$ cat src/rtl/dispatch_sink_pkg.sv
// -----------------------------------------------------------------------------
// dispatch_sink_pkg
// Shared types and helpers for the dispatch sink stream:
//   state_e       drain engine states (IDLE, HEADER, BODY)
//   mode_e        per-frame encoding (index list or packed bitmap)
//   popcount()    number of set bits in a fire vector
//   msb_index()   position of the highest set bit (0 when the vector is empty)
//   num_chunks()  ceil(n / w), the beat count of a bitmap frame
// Vectors are passed zero-extended to MAX_OUT bits so that one function serves
// every NUM_OUT up to that bound.
// -----------------------------------------------------------------------------
package dispatch_sink_pkg;

  localparam int MAX_OUT = 256;

  typedef enum logic [1:0] {
    IDLE   = 2'd0,
    HEADER = 2'd1,
    BODY   = 2'd2
  } state_e;

  typedef enum logic {
    MODE_INDEX  = 1'b0,
    MODE_BITMAP = 1'b1
  } mode_e;

  function automatic int popcount(input logic [MAX_OUT-1:0] v);
    int c;
    c = 0;
    for (int i = 0; i < MAX_OUT; i++) c += int'(v[i]);
    return c;
  endfunction

  function automatic int msb_index(input logic [MAX_OUT-1:0] v);
    int idx;
    idx = 0;
    for (int i = 0; i < MAX_OUT; i++) if (v[i]) idx = i;
    return idx;
  endfunction

  function automatic int num_chunks(input int n, input int w);
    return (n + w - 1) / w;
  endfunction

endpackage

$ cat src/rtl/sink_frame_fifo.sv
// -----------------------------------------------------------------------------
// sink_frame_fifo
// Frame queue between the network capture side and the drain engine.
// Ports:
//   clk, arstn        clock, asynchronous active-low reset
//   i_clr             synchronous flush (pointers and count to zero)
//   i_push, i_data    write one frame (ignored when full)
//   i_pop             retire the head frame (ignored when empty)
//   o_head            head frame, valid while !o_empty
//   o_full, o_empty   occupancy flags
// -----------------------------------------------------------------------------
module sink_frame_fifo #(
  parameter int WIDTH = 9,
  parameter int DEPTH = 2
) (
  input  logic             clk,
  input  logic             arstn,
  input  logic             i_clr,
  input  logic             i_push,
  input  logic [WIDTH-1:0] i_data,
  input  logic             i_pop,
  output logic [WIDTH-1:0] o_head,
  output logic             o_full,
  output logic             o_empty
);

  localparam int PW   = (DEPTH > 1) ? $clog2(DEPTH) : 1;
  localparam int CNTW = $clog2(DEPTH + 1);

  logic [WIDTH-1:0] r_mem [DEPTH];
  logic [PW-1:0]    r_wr_ptr;
  logic [PW-1:0]    r_rd_ptr;
  logic [CNTW-1:0]  r_count;
  logic             w_push_ok;
  logic             w_pop_ok;

  function automatic logic [PW-1:0] ptr_inc(input logic [PW-1:0] p);
    return (p == PW'(DEPTH - 1)) ? '0 : p + 1'b1;
  endfunction

  assign o_full    = (r_count == CNTW'(DEPTH));
  assign o_empty   = (r_count == '0);
  assign w_push_ok = i_push && !o_full;
  assign w_pop_ok  = i_pop && !o_empty;
  assign o_head    = r_mem[r_rd_ptr];

  // NOTE: storage has no reset; the count and pointers alone decide what is
  // valid, and leaving the array unreset lets it map onto plain flops/LUT RAM.
  always_ff @(posedge clk) begin
    if (w_push_ok) r_mem[r_wr_ptr] <= i_data;
  end

  // NOTE: sequential state uses non-blocking assignments so every register
  // samples pre-edge values regardless of statement order.
  always_ff @(posedge clk or negedge arstn) begin
    if (!arstn) begin
      r_wr_ptr <= '0;
      r_rd_ptr <= '0;
      r_count  <= '0;
    end else if (i_clr) begin
      r_wr_ptr <= '0;
      r_rd_ptr <= '0;
      r_count  <= '0;
    end else begin
      if (w_push_ok) r_wr_ptr <= ptr_inc(r_wr_ptr);
      if (w_pop_ok)  r_rd_ptr <= ptr_inc(r_rd_ptr);
      case ({w_push_ok, w_pop_ok})
        2'b10:   r_count <= r_count + 1'b1;
        2'b01:   r_count <= r_count - 1'b1;
        default: r_count <= r_count;
      endcase
    end
  end

endmodule

$ cat src/rtl/dispatch_sink_stream.sv
// -----------------------------------------------------------------------------
// dispatch_sink_stream
// Captures network fire vectors into a frame FIFO and drains each frame onto a
// narrow valid/ready sink stream, either as an index list (count header, then
// set-bit indices in descending order) or as a packed bitmap (LSB chunk first).
// Ports:
//   clk, arstn            clock, asynchronous active-low reset
//   clr                   synchronous flush of FIFO and drain engine
//   mode                  frame mode sampled with net_out (0 index, 1 bitmap)
//   net_valid/net_ready   frame handshake, net_out is the fire vector
//   snk_valid/snk_ready   beat handshake, snk is the beat, snk_last ends frame
// -----------------------------------------------------------------------------
module dispatch_sink_stream
  import dispatch_sink_pkg::*;
#(
  parameter int NUM_OUT     = 8,
  parameter int SNK_WIDTH   = $clog2(NUM_OUT + 1),
  parameter int FRAME_DEPTH = 2
) (
  input  logic                 clk,
  input  logic                 arstn,
  input  logic                 clr,
  input  logic                 mode,
  input  logic                 net_valid,
  output logic                 net_ready,
  input  logic [NUM_OUT-1:0]   net_out,
  input  logic                 snk_ready,
  output logic                 snk_valid,
  output logic [SNK_WIDTH-1:0] snk,
  output logic                 snk_last
);

  localparam int CW   = $clog2(NUM_OUT + 1);
  localparam int NCH  = num_chunks(NUM_OUT, SNK_WIDTH);
  localparam int CHW  = $clog2(NCH + 1);
  localparam int PADW = NCH * SNK_WIDTH;

  if (SNK_WIDTH < CW) begin : g_bad_snk_width
    $error("SNK_WIDTH too narrow for an index or count beat");
  end
  if (NUM_OUT > MAX_OUT) begin : g_bad_num_out
    $error("NUM_OUT exceeds the package helper width");
  end

  logic [NUM_OUT:0]     w_head;
  logic                 w_full;
  logic                 w_empty;
  logic                 w_push;
  logic                 w_pop;
  logic                 w_hs;

  state_e               r_state;
  mode_e                r_mode;
  logic [NUM_OUT-1:0]   r_work;
  logic [CW-1:0]        r_cnt;
  logic [CHW-1:0]       r_chunk;
  logic                 r_head_ok;

  logic [CW-1:0]        w_msb;
  logic                 w_one_left;
  logic [PADW-1:0]      w_pad;
  logic [SNK_WIDTH-1:0] w_chunk_data;
  logic                 w_chunk_last;

  assign net_ready = !w_full;
  assign w_push    = net_valid && !w_full && !clr;
  assign w_hs      = snk_valid && snk_ready;
  assign w_pop     = w_hs && snk_last && !clr;

  sink_frame_fifo #(
    .WIDTH (NUM_OUT + 1),
    .DEPTH (FRAME_DEPTH)
  ) u_fifo (
    .clk     (clk),
    .arstn   (arstn),
    .i_clr   (clr),
    .i_push  (w_push),
    .i_data  ({mode, net_out}),
    .i_pop   (w_pop),
    .o_head  (w_head),
    .o_full  (w_full),
    .o_empty (w_empty)
  );

  assign w_msb        = CW'(msb_index(MAX_OUT'(r_work)));
  assign w_one_left   = (popcount(MAX_OUT'(r_work)) == 1);
  assign w_pad        = PADW'(r_work);
  assign w_chunk_data = SNK_WIDTH'(w_pad >> (int'(r_chunk) * SNK_WIDTH));
  assign w_chunk_last = (r_chunk == CHW'(NCH - 1));

  // NOTE: every output gets a default before the case so no path leaves a
  // value unassigned, which would otherwise infer a latch.
  always_comb begin
    snk_valid = 1'b0;
    snk       = '0;
    snk_last  = 1'b0;
    case (r_state)
      HEADER: begin
        snk_valid = 1'b1;
        snk       = SNK_WIDTH'(r_cnt);
        snk_last  = (r_cnt == '0);
      end
      BODY: begin
        snk_valid = 1'b1;
        if (r_mode == MODE_INDEX) begin
          snk      = SNK_WIDTH'(w_msb);
          snk_last = w_one_left;
        end else begin
          snk      = w_chunk_data;
          snk_last = w_chunk_last;
        end
      end
      default: ;
    endcase
  end

  // r_head_ok delays head visibility by one cycle after the FIFO turns
  // non-empty, so a frame written into an empty FIFO is loaded on the second
  // edge after capture. Back-to-back frames already resident see it high.
  always_ff @(posedge clk or negedge arstn) begin
    if (!arstn) begin
      r_state   <= IDLE;
      r_mode    <= MODE_INDEX;
      r_work    <= '0;
      r_cnt     <= '0;
      r_chunk   <= '0;
      r_head_ok <= 1'b0;
    end else if (clr) begin
      r_state   <= IDLE;
      r_head_ok <= 1'b0;
    end else begin
      r_head_ok <= !w_empty;
      case (r_state)
        IDLE: begin
          if (r_head_ok && !w_empty) begin
            r_work  <= w_head[NUM_OUT-1:0];
            r_mode  <= mode_e'(w_head[NUM_OUT]);
            r_cnt   <= CW'(popcount(MAX_OUT'(w_head[NUM_OUT-1:0])));
            r_chunk <= '0;
            r_state <= w_head[NUM_OUT] ? BODY : HEADER;
          end
        end
        HEADER: begin
          if (w_hs) r_state <= (r_cnt == '0) ? IDLE : BODY;
        end
        BODY: begin
          if (w_hs) begin
            if (r_mode == MODE_INDEX) r_work <= r_work & ~(NUM_OUT'(1) << w_msb);
            else                      r_chunk <= r_chunk + 1'b1;
            if (snk_last) r_state <= IDLE;
          end
        end
        default: r_state <= IDLE;
      endcase
    end
  end

endmodule
$ cat config.mk
export PLATFORM = sky130hd
export DESIGN_NAME = dispatch_sink_stream
export DESIGN_NICKNAME = d
export VERILOG_FILES = /design/src/rtl/dispatch_sink_pkg.sv /design/src/rtl/sink_frame_fifo.sv /design/src/rtl/dispatch_sink_stream.sv
export SDC_FILE = /design/constraint.sdc
export NUM_CORES = 1
export LEC_CHECK = 0
export BUFFER_PORTS_ARGS = -buffer_cell sky130_fd_sc_hd__buf_2
export CORE_MARGIN = 2
export CORE_UTILIZATION = 40
export DETAILED_ROUTE_END_ITERATION = 12
export GPL_TIMING_DRIVEN = 0
export PLACE_DENSITY_LB_ADDON = 0.25
export SYNTH_ARGS = -nofsm -noshare
export SYNTH_HDL_FRONTEND = slang
export SYNTH_HIERARCHICAL = 1
export SYNTH_SLANG_ARGS = --single-unit
$ cat constraint.sdc
create_clock -name clk -period 10.1 [get_ports clk]
set_clock_uncertainty 0.15 [all_clocks]
set_input_delay 1.515 -clock clk [delete_from_list [all_inputs] [get_ports clk]]
set_output_delay 1.515 -clock clk [all_outputs]
set_load 0.005 [all_outputs]
* Word level (Yosys, flattened, before mapping) *
Memories as Yosys holds them, arrays and structs flattened.
Index checks and enable logic that the tools add are counted.

word-level totals
  latch bits = 0
  bits in writable memories = 18
  ROM bits = 0
  bits of input ports = 14
  register bits after elaboration = 22
  memories kept = 1
  output and inout bits = 7
  word-level logic and storage cells = 111

memories
  memory        words  bits a word  read ports  clocked after Yosys merged registers in  write ports  RTL line               source
  u_fifo.r_mem  2      9            1           0                                        1            sink_frame_fifo.sv:30  logic [WIDTH-1:0] r_mem [DEPTH];

cells by class
  reduce and logical (&&, ||, !) cells = 23
  muxes and demuxes = 39
  div/mod/pow operators = 0
  $lt $le $gt $ge = 0
  bitwise gates (word level) = 3
  eq/ne operators = 15
  shift operators = 2
  $add $sub $neg = 19
  multipliers = 0

operator list
  cell                                                                    number
  2-bit two-way mux                                                       12
  4-bit two-way mux                                                       6
  8-bit two-way mux                                                       3
  4-bit by 1-bit adder with 4-bit output                                  4
  8-bit case mux with 2 select lines                                      1
  1-bit two-way mux                                                       12
  3-bit inequality test (second input constant)                           4
  5-bit AND reduction                                                     2
  3-bit by 1-bit adder with 4-bit output                                  2
  7-bit by 1-bit adder with 8-bit output                                  1
  8-bit AND                                                               1
  8-bit by 1-bit equality test with 1-bit output (second input constant)  1
  1-bit logical AND                                                       8
  2-bit inequality test (second input constant)                           4
  8-bit inverter                                                          1
  2-bit case mux with 2 select lines                                      2
  4-bit case mux with 2 select lines                                      1
  1-bit by 4-bit left shift with 8-bit output (first input constant)      1
  8-bit by 4-bit >> shifter with 4-bit output                             1
  6-bit by 1-bit adder with 7-bit output                                  1
  2-bit by 1-bit adder with 3-bit output                                  2
  5-bit by 1-bit adder with 6-bit output                                  1
  2-bit by 1-bit equality test with 1-bit output (second input constant)  3
  2-bit equality test (second input constant)                             3
  other kinds (16)                                                        24

* Logic depth before layout (Yosys ltp) *
  depth after elaboration = 16
  gate-level depth with buffers = 15
  gate-level depth less buffers = 15

* Cells and area by module *
Netlist, hierarchy kept.

modules (own cells, without submodules)
  module                sequential area each (um2)  area each (um2)  times used  cells each
  dispatch_sink_stream  450.4                       1487.7           1           173
  sink_frame_fifo       640.6                       872.1            1           53

* Worst setup path after synthesis *
OpenSTA, ideal clock, no wires.

  path type = flip-flop to output port
  from = reg r_work[1]
  to = out snk_last
  required time = 8.435 ns
  buffers on the path = 0
  arrival = 3.120 ns
  cell stages (with the launch flop) = 13
  slack = 5.315 ns
  cells stage by stage = dfrtp_1 inv_1 fa_1 fa_1 fa_1 inv_1 ha_1 inv_1 fa_1 nor2b_1 a311o_1 a31oi_1 nor2b_1

on the way
  word-level cells in the longest chain between the ends = 10

ends and longest elaborated chain
  what                                            RTL line                     source
  start, declared                                 dispatch_sink_stream.sv:54   logic [NUM_OUT-1:0] r_work;
  start signal, assigned                          dispatch_sink_stream.sv:136  r_work <= w_head[NUM_OUT-1:0];
  start signal, assigned                          dispatch_sink_stream.sv:148  if (r_mode == MODE_INDEX) r_work <= r_work & ~(NUM_OUT'(1) << w_msb);
  1-bit by 1-bit adder with 2-bit output          dispatch_sink_pkg.sv:30      for (int i = 0; i < MAX_OUT; i++) c += int'(v[i]);
  2-bit by 1-bit adder with 3-bit output          dispatch_sink_pkg.sv:30
  3-bit by 1-bit adder with 4-bit output          dispatch_sink_pkg.sv:30
  4-bit by 1-bit adder with 5-bit output          dispatch_sink_pkg.sv:30
  5-bit by 1-bit adder with 6-bit output          dispatch_sink_pkg.sv:30
  6-bit by 1-bit adder with 7-bit output          dispatch_sink_pkg.sv:30
  7-bit by 1-bit adder with 8-bit output          dispatch_sink_pkg.sv:30
  8-bit by 1-bit equality test with 1-bit output  dispatch_sink_stream.sv:86   assign w_one_left = (popcount(MAX_OUT'(r_work)) == 1);
  1-bit two-way mux                               dispatch_sink_stream.sv:105  if (r_mode == MODE_INDEX) begin
  1-bit case mux with 2 select lines              dispatch_sink_stream.sv:97   case (r_state)
  end, declared                                   dispatch_sink_stream.sv:30   output logic snk_last

Every way passes these cells.

* Worst setup path in the final report *
  from = reg r_work[3]
  to = out snk_last

on the way
  word-level cells in the longest chain between the ends = 8

ends and longest elaborated chain
  what                                            RTL line
  3-bit by 1-bit adder with 4-bit output          dispatch_sink_pkg.sv:30
  4-bit by 1-bit adder with 5-bit output          dispatch_sink_pkg.sv:30
  5-bit by 1-bit adder with 6-bit output          dispatch_sink_pkg.sv:30
  6-bit by 1-bit adder with 7-bit output          dispatch_sink_pkg.sv:30
  7-bit by 1-bit adder with 8-bit output          dispatch_sink_pkg.sv:30
  8-bit by 1-bit equality test with 1-bit output  dispatch_sink_stream.sv:86
  1-bit two-way mux                               dispatch_sink_stream.sv:105
  1-bit case mux with 2 select lines              dispatch_sink_stream.sv:97

Every way passes these cells.

==> metrics <==
status=finished, final reports clean; drt initial violations=79; required time worst endpoint=8440 ps; Mapped Avg Cell Area=10.44 µm²; worst hold path class=flip-flop to flip-flop; Via density=5.163; RePlAce Congestion=0.8062; largest area contributor in the netlist=dfrtp_1; drt first pass iters=4; Async SR Flop Fraction=55.00%; flops & latches, synth=40; worst vdd ir=145.2 µV; core area=5608 µm²; diode count=0; Die Wd=80.81 µm; kind of critical path=flip-flop to output port; XOR/XNOR Fraction of Synth Area=0.7423%; DPL Wire Length=3444 µm; Clock Pin Slew Worst Setup and Hold Paths=80 ps; first-pass GRT wire length=7872 µm; top post-synthesis cells by count=32 x inv_1, 22 x dfrtp_1, 18 x edfxtp_1, 16 x a21oi_1, 14 x nand2_1; Max-slew headroom=52.59%; Cells after Synth=226; share of layout cells above drive strength 1=18.90%; CP peak stage delay=520 ps; PwrDens=230.9 nW/µm²; CP Capture Type=output port; CP cell instances=inv_1 -> fa_1 -> fa_1 -> fa_1 -> inv_1 -> ha_1 -> inv_1 -> fa_1 -> nor2b_1 -> a311o_1 -> a31oi_1 -> nor2b_1 -> buf_2; Antenna Nets Post-Route=0; largest family of logic cells by synthesized area=compound AO/OA/AOI/OAI gates; synth top area cells=dfrtp_1 23%, edfxtp_1 23%, fa_1 6.8%; Simple-Gate Fraction of Synth Area=13.04%; Port Buffers=20; Post-Syn Nets=257; Layout Nets=284; post-cts sizing count=0; vias in the first global route=1,660; Synth Flop Type=dfrtp_1; synthesized area=2360 µm²; DIE HEIGHT=80.81 µm; drt drc=0; initial antenna violation count=0; Initial Util=42.08%; CTS sink cnt=40; number of I/O pins=21; die area=6529 µm²; Final setup viols=0; critical path launch point type=flip-flop; Clock Tree Root=clkbuf_8; grt total ovfl=0; yosys warns=6; total track usage=15.98%; maximum clock rate=0.1804 GHz; top-count cell post-synth=inv_1; synthesis-to-layout area growth=12.99%; Core Rows=27; sequential element share of the synthesized area=46.24%; worst hold slack=387.9 ps; vias=1,683; number of library cell types mapped by synthesis=49; worst path arrival time=3880 ps; leakage=0.001137 µW; Total Neg Setup Slack=0 ps; Adder-Cell Fraction of Synth Area=11.56%; post-synthesis compound-gate area fraction=14.53%; routed len/inst=14.16 µm; Fin. Hold Viols=0; Post-CTS Setup Inserts=0; min Tclk post-route=5545 ps; clock buffer count from CTS=5; Hold-fix buffers, CTS=0; CTS Buffer Depth=2; Post-synth EDFFs=18; cell mode on critical path=fa_1; Worst-Margin Slew=705.7 ps; routed wire length=4616 µm; worst skew pair latency=290 ps; final period utilization=54.90%; RSZ-0062 raised after global routing=false; Max Cap Viol=0; crit path max-delay cell type=fa_1; largest net degree at the start of global routing=23; crit-path max FO=6; mux cell area share after synthesis=7.370%; CTS tree=done; area share of the largest cell type after synthesis=23.33%; Final Max Tran Viols=0; H-tree levels=2
## cell usage in the layout (no fill, tap or decap), types with 4 or more instances in the layout
cell type,Yosys,layout
fa_1,8,8
mux2i_1,5,5
a22o_1,4,4
mux2_2,11,11
o21ai_1,6,6
nor2b_1,6,6
nor3_1,5,5
clkbuf_8,0,6
a21oi_1,16,16
dfrtp_1,22,22
buf_2,3,23
edfxtp_1,18,18
inv_1,32,32
o21ai_0,11,11
nand2_1,14,14
nor2_1,9,9
ha_1,9,9
## critical path: cells and delay by family, from the launching register on
kind,cells,cell delay [ps]
AOI/OAI and AO/OA,2,610
and+or+nand+nor,2,230
adders and majority gates,5,1950
buffers and inverters,4,360
DFF,1,440
## final timing paths
kind / start / to / slack (ps) / depth (start not counted)
worst max-delay path: r_work[3] / snk_last / 4560 / 13
worst min-delay path: r_cnt[1] / r_cnt[1] / 390 / 2
worst max register to register: r_work[3] / u_fifo/r_rd_ptr / 5630 / 15
worst min register to register: r_cnt[1] / r_cnt[1] / 390 / 2
max in group asynchronous: arstn / r_cnt[2] / 8410 / 1
min in group asynchronous: arstn / r_state[0] / 1030 / 1
## routing by layer
layer	global-route usage [%]	part of all wire, %
met3	2.444	3.7
met1	22.05	48
met2	25.12	47
met5	0	0
met4	6.780	1.1
## sequential cells by signal (all words and copies together) (netlist names)
register / flops
r_mode: 1
u_fifo/r_count: 2
u_fifo/r_wr_ptr: 1
u_fifo/r_rd_ptr: 1
r_cnt: 4
r_head_ok: 1
r_state: 2
r_chunk: 2
r_work: 8
u_fifo/r_mem: 18
## stage by stage
step                      power (µW)  setup slack (ps)  instance area, µm²  cells  utilization [%]
after floorplan                410.7              5315                2360    226                -
after global placement         474.0              4969                2550    318            45.47
after detailed placement       488.0              4913                2550    318            45.47
after CTS                      623.6              4565                2666    326            47.55
after global routing           668.5              4376                2666    326            47.55
final                          615.6              4555                2666    326            47.55
## power by group
group / switching, µW / internal [µW] / leakage [µW] / total, µW
clock: 54.8 / 79.6 / 0.0000588 / 134
sequential: 27.0 / 194 / 0.000451 / 221
combinational: 146 / 115 / 0.000627 / 260
## final cells by class
type | count | area, µm²
fill | 549 | 2942
sequential | 40 | 1091
multi-input combinational | 147 | 1115
timing repair buffer | 20 | 100.1
clock buffer | 6 | 82.58
buffer | 5 | 26.28
inverter | 34 | 127.6
tap | 72 | 90.09
clock inverter | 2 | 33.78
## cells by family after synthesis
logic type | after synthesis
AOI/OAI and AO/OA | 55
xor gates and xnor gates | 2
muxes | 16
DFF | 40
adders and majority gates | 17
and+or+nand+nor | 57
buffers and inverters | 39
(Power assumes the default switching activity.)
